$ cat src/rtl/mult_pkg.sv
// Shared types and helpers for the shift-add multiplier.
package mult_pkg;

    typedef enum logic [1:0] {
        IDLE    = 2'd0,
        COMPUTE = 2'd1,
        HOLD    = 2'd2
    } state_t;

    // Widest operand ext() can handle; WIDTH must stay below this.
    localparam int MAX_W = 64;

    // Extends the low `width` bits of s to width+1 bits and beyond.
    // The sign bit is copied upward when sgn is set; otherwise zeros fill the top.
    function automatic logic [MAX_W:0] ext(
        input logic [MAX_W-1:0] s,
        input int               width,
        input logic             sgn
    );
        logic [MAX_W:0]   low_mask;
        logic [MAX_W-1:0] msb_down;
        low_mask = ({{MAX_W{1'b0}}, 1'b1} << width) - {{MAX_W{1'b0}}, 1'b1};
        msb_down = s >> (width - 1);
        ext      = {1'b0, s} & low_mask;
        if (sgn && msb_down[0]) begin
            ext = ext | ~low_mask;
        end
    endfunction

endpackage

$ cat src/rtl/addsub_ext.sv
// Combinational W-bit adder/subtractor forming the partial-product sum T.
module addsub_ext #(
    parameter int W = 9
) (
    input  logic [W-1:0] a,
    input  logic [W-1:0] b,
    input  logic         sub,
    output logic [W-1:0] y
);

    assign y = sub ? (a - b) : (a + b);

endmodule

$ cat src/rtl/shift_add_multiplier.sv
// Sequential shift-add multiplier: X:A:B <= S * B, one multiplier bit per cycle,
// with unsigned or two's-complement operands and a Busy/Done handshake.
module shift_add_multiplier
    import mult_pkg::*;
#(
    parameter int WIDTH = 8
) (
    input  logic             Clk,
    input  logic             Reset_n,
    input  logic             Run,
    input  logic             LoadB,
    input  logic             ClearA,
    input  logic             Signed,
    input  logic [WIDTH-1:0] Din,
    output logic             Xval,
    output logic [WIDTH-1:0] Aval,
    output logic [WIDTH-1:0] Bval,
    output logic             Busy,
    output logic             Done
);

    localparam int CNT_W = $clog2(WIDTH);

    state_t           state_q, state_d;
    logic             x_q, x_d;
    logic [WIDTH-1:0] a_q, a_d;
    logic [WIDTH-1:0] b_q, b_d;
    logic [WIDTH-1:0] s_q, s_d;
    logic [CNT_W-1:0] cnt_q, cnt_d;
    logic             sgn_q, sgn_d;
    logic             busy_q, busy_d;
    logic             done_q, done_d;

    logic             last_bit;
    logic [MAX_W-1:0] s_wide;
    logic [MAX_W:0]   s_ext_wide;
    logic             ext_unused;
    logic [WIDTH:0]   addend;
    logic [WIDTH:0]   sum;

    assign last_bit = (cnt_q == CNT_W'(WIDTH - 1));

    always_comb begin
        s_wide            = '0;
        s_wide[WIDTH-1:0] = s_q;
    end

    assign s_ext_wide = ext(s_wide, WIDTH, sgn_q);
    assign ext_unused = ^s_ext_wide[MAX_W:WIDTH+1];
    assign addend     = b_q[0] ? s_ext_wide[WIDTH:0] : '0;

    // The final bit of a two's-complement multiplier carries negative weight,
    // so that step subtracts S instead of adding it.
    addsub_ext #(
        .W (WIDTH + 1)
    ) u_addsub (
        .a   ({x_q, a_q}),
        .b   (addend),
        .sub (last_bit & sgn_q),
        .y   (sum)
    );

    always_comb begin
        // NOTE: every _d gets a default first so no path leaves it unassigned (no latch).
        state_d = state_q;
        x_d     = x_q;
        a_d     = a_q;
        b_d     = b_q;
        s_d     = s_q;
        cnt_d   = cnt_q;
        sgn_d   = sgn_q;
        done_d  = 1'b0;

        case (state_q)
            IDLE, HOLD: begin
                if (LoadB) begin
                    b_d = Din;
                end
                if (ClearA) begin
                    x_d = 1'b0;
                    a_d = '0;
                end
                if (state_q == HOLD) begin
                    if (!Run) begin
                        state_d = IDLE;
                    end
                end else if (!LoadB && !ClearA && Run) begin
                    s_d     = Din;
                    sgn_d   = Signed;
                    x_d     = 1'b0;
                    a_d     = '0;
                    cnt_d   = '0;
                    state_d = COMPUTE;
                end
            end

            COMPUTE: begin
                // Unsigned carries land in A's MSB; only signed mode keeps a sign in X.
                x_d   = sgn_q & sum[WIDTH];
                a_d   = sum[WIDTH:1];
                b_d   = {sum[0], b_q[WIDTH-1:1]};
                cnt_d = cnt_q + CNT_W'(1);
                if (last_bit) begin
                    state_d = HOLD;
                    done_d  = 1'b1;
                end
            end

            default: begin
                state_d = IDLE;
            end
        endcase

        busy_d = (state_d == COMPUTE);
    end

    // NOTE: reset is sampled on the clock edge here, and state updates use <= only.
    always_ff @(posedge Clk) begin
        if (!Reset_n) begin
            state_q <= IDLE;
            x_q     <= 1'b0;
            a_q     <= '0;
            b_q     <= '0;
            s_q     <= '0;
            cnt_q   <= '0;
            sgn_q   <= 1'b0;
            busy_q  <= 1'b0;
            done_q  <= 1'b0;
        end else begin
            state_q <= state_d;
            x_q     <= x_d;
            a_q     <= a_d;
            b_q     <= b_d;
            s_q     <= s_d;
            cnt_q   <= cnt_d;
            sgn_q   <= sgn_d;
            busy_q  <= busy_d;
            done_q  <= done_d;
        end
    end

    assign Xval = x_q;
    assign Aval = a_q;
    assign Bval = b_q;
    assign Busy = busy_q;
    assign Done = done_q;

endmodule

$ cat config.mk
export PLATFORM = sky130hd
export DESIGN_NAME = shift_add_multiplier
export DESIGN_NICKNAME = d
export VERILOG_FILES = /design/src/rtl/mult_pkg.sv /design/src/rtl/addsub_ext.sv /design/src/rtl/shift_add_multiplier.sv
export SDC_FILE = /design/constraint.sdc
export NUM_CORES = 1
export LEC_CHECK = 0
export BUFFER_PORTS_ARGS = -buffer_cell sky130_fd_sc_hd__buf_2
export CORE_UTILIZATION = 40
export CTS_CLUSTER_SIZE = 40
export DETAILED_ROUTE_END_ITERATION = 8
export HOLD_SLACK_MARGIN = 0.1
export PLACE_DENSITY = 0.68
export SETUP_SLACK_MARGIN = 0.3
export SYNTH_ARGS = -nofsm -noshare
export SYNTH_HDL_FRONTEND = slang
export SYNTH_SLANG_ARGS = --single-unit
$ cat constraint.sdc
create_clock -name Clk -period 3.7 [get_ports Clk]
set_clock_uncertainty 0.2 [all_clocks]
set_input_delay 0.185 -clock Clk [delete_from_list [all_inputs] [get_ports Clk]]
set_output_delay 0.185 -clock Clk [all_outputs]
set_load 0.005 [all_outputs]
Word-level counts from Yosys, hierarchy flattened:

Index checks and enable logic that the tools add are counted.

* bits in registers: 33
* bits in latches: 0
* memory bits (writable): 0
* memory bits (read-only): 0
* input port bits: 14
* output and inout port bits: 19
* logic and storage cells: 56
* memories: 0

* add/subtract/negate cells: 3
* $mul: 0
* divide/modulo/power cells: 0
* order comparisons: 0
* equal/unequal tests: 7
* shift operators: 0
* mux-type cells: 22
* bitwise gates (word level): 3
* reduce and logical (&&, ||, !) cells: 12

Operators by type and width (number)
* 8-bit two-way mux: 4
* 8-bit case mux with 2 select lines: 2
* 9-bit two-way mux: 3
* 9-bit adder: 1
* 9-bit subtractor: 1
* 2-bit two-way mux: 4
* 3-bit two-way mux: 2
* 2-bit != test, second input constant: 3
* 3-bit case mux with 2 select lines: 1
* 3-bit AND reduction: 2
* 2-bit by 1-bit == test with 1-bit output, second input constant: 2
* 1-bit two-way mux: 4
* 2-bit case mux with 2 select lines: 1
* 2-bit AND reduction: 2
* 3-bit by 1-bit adder with 3-bit output, second input constant: 1
* 3-bit == test, second input constant: 1
* 1-bit logical AND: 3
* 1-bit bitwise AND: 2
* 2-bit == test, second input constant: 1
* 1-bit zero test: 2
* 2-bit zero test: 1
* 1-bit case mux with 2 select lines: 1
* 2-bit nonzero test: 1
* 2-bit OR reduction: 1
* 1-bit NOT: 1

Longest topological paths before layout:

* depth after elaboration: 7
* depth in mapped cells: 14
* mapped depth without buffers: 13

Modules after synthesis:

From an unflattened synthesis, not the netlist that was laid out.

* cells, all modules: 228
* area total of the unflattened synthesis: 1948.1 sq um

By module, submodules not included
* shift_add_multiplier: times used 1, cells an instance 159, area each 1425.1 sq um, sequential area each 660.6 sq um
* addsub_ext: times used 1, cells an instance 69, area each 523.0 sq um, sequential area each 0.0 sq um

Least setup slack after synthesis:

OpenSTA, ideal clock, no wires.

* path type: reg-to-reg
* start: reg cnt_q[0]
* end: reg x_q, in the netlist Xval
* setup time: 0.117 ns
* arrival: 2.663 ns
* required time: 3.383 ns
* path slack: 0.720 ns
* stages on the path, launching flop included: 14
* path buffers: 1
* period minus slack after synthesis: 2.980 ns
* path through: dfxtp_1 > ha_1 > ha_1 > and2_1 > clkbuf_1 > nor2b_1 > a31oi_1 > fa_1 > a211oi_2 > o21bai_1 > a21oi_1 > o21a_1 > xor2_1 > a32o_2

* cells in the longest elaborated chain, start to end: 5

Ends and longest elaborated chain
* from (decl): RTL line shift_add_multiplier.sv:29 `logic [CNT_W-1:0] cnt_q, cnt_d;`
* from (signal assigned): RTL line shift_add_multiplier.sv:135 `cnt_q <= cnt_d;`
* 3-bit == test: RTL line shift_add_multiplier.sv:41 `assign last_bit = (cnt_q == CNT_W'(WIDTH - 1));`
* named net last_bit: RTL line shift_add_multiplier.sv:34 `logic last_bit;`
* 1-bit bitwise AND: RTL line shift_add_multiplier.sv:59 `.sub (last_bit & sgn_q),`
* 9-bit two-way mux: RTL line addsub_ext.sv:11 `assign y = sub ? (a - b) : (a + b);`
* 1-bit bitwise AND: RTL line shift_add_multiplier.sv:99 `x_d = sgn_q & sum[WIDTH];`
* 1-bit case mux with 2 select lines: RTL line shift_add_multiplier.sv:74 `case (state_q)`
* to (signal assigned): RTL line shift_add_multiplier.sv:121 `x_q <= 1'b0;`
* to (signal assigned): RTL line shift_add_multiplier.sv:131 `x_q <= x_d;`
* to (decl): RTL line shift_add_multiplier.sv:25 `logic x_q, x_d;`

The timed path passes the listed nets, and every way through them passes these cells.
A chain may end at the register's enable or synchronous reset.

Worst setup path in the final report:

Ends and elaborated chain as after synthesis.

==> results.toml <==
[route]
vias = 1550
initialDrtViolationCount = 66
drt.antenna.violating_nets = 0
drc = 0
avgRoutedWirePerCell_um = 12.8
vias_per_cell = 5.18
firstDrtPassIters = 4
totalWireLength_mm = 3.82

[yosys]
synth_area_sq_um = 1870
yosysMostFrequentCell = "dfxtp_1"
synth_enable_flop_cells = 0
ys_ff_latch = 33
syn_nets = 232
synth_top_area_cell = "dfxtp_1"
postSynthCellCount = 206
synth-main-ff-cell = "dfxtp_1"
yosysTopAreaCellShare = 0.354
ys_seq_area_frac = 0.354
synthTopCellsByArea = "dfxtp_1, mux2i_1, ha_1"
yosysUniqueCellTypes = 41
synth_area_per_cell_sq_um = 9.06
async_flop_share = 0
synthTopCellsByCount = "dfxtp_1, nand2_1, mux2i_1, nor2b_1, o21ai_0"
yosys_warnings = 0

[floorplan]
pin_count = 33
die-area_sq_um = 4940
start_util = 0.423
die_h_um = 70.3
die_w_um = 70.3
fp-row-count = 24
core_sq_um = 4410

[timing]
finalSetupViolations = 0
layout_setup_ws_ns = 0.628
grt_setup_unrepaired = "false"
tightestPinTransition_ns = 0.553
relSlewSlack = 0.631
period_share = 0.830
fin_crit_ns = 3.07
timing.fmax_mhz = 325
drv_slew = 0
tns_ns = 0
final_hold_viol_count = 0

[final_layout]
fin_area_sq_um = 2270
drive_gt1_frac = 0.202
area_growth_pct = 21.6
fin_nets = 273
fin_cells = 299
antennaDiodeCount = 0

[cts]
cts-root-buf = "clkbuf_8"
clock-sinks = 33
clkTransAtPathRegs_ns = 0.07
cts_tree = "yes"
clk_path_buf_depth = 2
cts-htree-levels = 2
cts_buffers = 5
clk_latency_ns = 0.29
post_cts_buffers = 0

[placement]
dpl_cell_area_sq_um = 2060
dp_worst_setup_slack_ns = 0.565
io_buffers = 32
place_congestion = 0.848
numPlacedInstances = 282
dp_hpwl_mm = 2.78

[power_and_ir_drop]
powerDensity_nw_per_um2 = 373
p_int_uw = 634
p_sw_uw = 211
vdd_ir_drop_max_v = 0.000230
p_clk_frac = 0.387
p_seq_frac = 0.456
pwr-share-comb = 0.157
switching_share = 0.250
leakagePower_uw = 0.00110

[grt]
grt_use_total = 0.175
grt_max_degree = 28
grt_pass1_vias = 1510
antenna_found_initial = 0
grt_overflow = 0
grt_pass1_wl_mm = 6.80

[critical_path]
worstSetupPathType = "flip-flop to flip-flop"
end_kind = "flip-flop"
regToRegStartpoint = "cnt_q[0]"
reg2reg_to = "Xval"
cp.arrival_ns = 3.05
cp-start-kind = "flip-flop"
worstPathRequired_ns = 3.68
r2r_cells = 12
reg2reg_slack_ns = 0.63
critPathMaxFanout = 11

[hold_path]
hold_end = "Bval[4]"
min_from = "Reset_n"
hold_depth = 2
hold_class = "input port to flip-flop"

[run]
cap_violations = 0

[outcome]
outcome = "finished, final reports clean"
through the flow:
step / total power [uW] / hold slack (ns) / util
2_1_floorplan: 483 / 0.141 / -
3_3_place_gp: 517 / 0.252 / 0.467
3_5_place_dp: 518 / 0.251 / 0.467
4_1_cts: 854 / 0.133 / 0.513
5_1_grt: 889 / 0.155 / 0.514
6_report: 845 / 0.140 / 0.514
kinds of logic (layout without fill, tap and decap cells):
kind of cell / after synthesis / count (layout) / share of synthesized area
AND/OR/NAND/NOR: 69 / 69 / 0.187
AO/OA/AOI/OAI: 48 / 48 / 0.194
flip-flops: 33 / 33 / 0.354
multiplexers: 18 / 18 / 0.0972
buffers and inverters: 15 / 56 / 0.0315
adder cells (fa/ha/maj): 12 / 12 / 0.0845
XOR/XNOR: 11 / 11 / 0.0516
layout by cell type (no fill, tap or decap), types with 4 or more instances in the layout:
master	netlist	routed
and2_1	5	4
dfxtp_1	33	32
a21oi_1	7	7
nor2_1	8	8
ha_1	11	11
o211a_1	8	8
mux2i_1	17	17
inv_1	6	6
nand3_1	4	4
and3_1	4	4
o21ai_0	12	12
nor2b_1	13	13
nand2_1	26	26
dlygate4sd3_1	0	10
xor2_1	8	8
buf_2	2	32
clkbuf_8	0	5
power groups by stage:
stage          Combinational [uW]  Sequential (uW)  Clock [uW]
3_5_place_dp                  125              393           0
3_3_place_gp                  125              392           0
4_1_cts                       134              385         335
5_1_grt                       151              388         350
2_1_floorplan                94.0              389           0
6_report                      133              385         327
sequential cells by signal, summed over array words and instances (netlist names):
name / count
Done: 1
Busy: 1
Bval: 8
cnt_q: 3
sgn_q: 1
Xval: 1
Aval: 8
state_q: 2
s_q: 8
layer usage:
metal	routed length, um	global-route usage
met5	0	0
met4	64	0.0800
met3	223	0.0418
met2	1640	0.279
met1	1890	0.222
final cells by class:
type	count	area (sq um)
fillers	408	2150
flip-flops and latches	33	662
repair buffers	43	268
clock buffers	5	68.8
inverters	6	22.5
multi-input cells	158	1150
clock inverters	2	35.0
well taps	52	65.1
worst max-delay path, stage by stage (launching register included):
cell,delay (ns)
dfxtp_1,0.33
ha_1,0.20
ha_1,0.22
and2_2,0.27
nor2b_1,0.13
a31oi_1,0.08
fa_1,0.49
a211oi_2,0.23
o21bai_1,0.10
a21oi_1,0.21
o21a_1,0.18
xor2_1,0.07
a32o_2,0.26
worst max path at each step:
stage,end,startpoint,slack [ns],cells past startpoint
after global placement,Aval[6],Bval[0],0.62,10
after global routing,Xval,cnt_q[0],0.36,13
final,Xval,cnt_q[0],0.63,12
after detailed placement,Xval,cnt_q[0],0.56,11
after floorplan,Xval,cnt_q[0],0.72,13
after CTS,Aval[6],cnt_q[0],0.54,11
timing repair:
item                                   4_1_cts  5_1_grt
setup endpoints to repair                    0        2
hold buffers                                10        0
gates resized for setup                      0        2
endpoints found under the hold margin       18        0
Power figures use the tool's default switching activity.
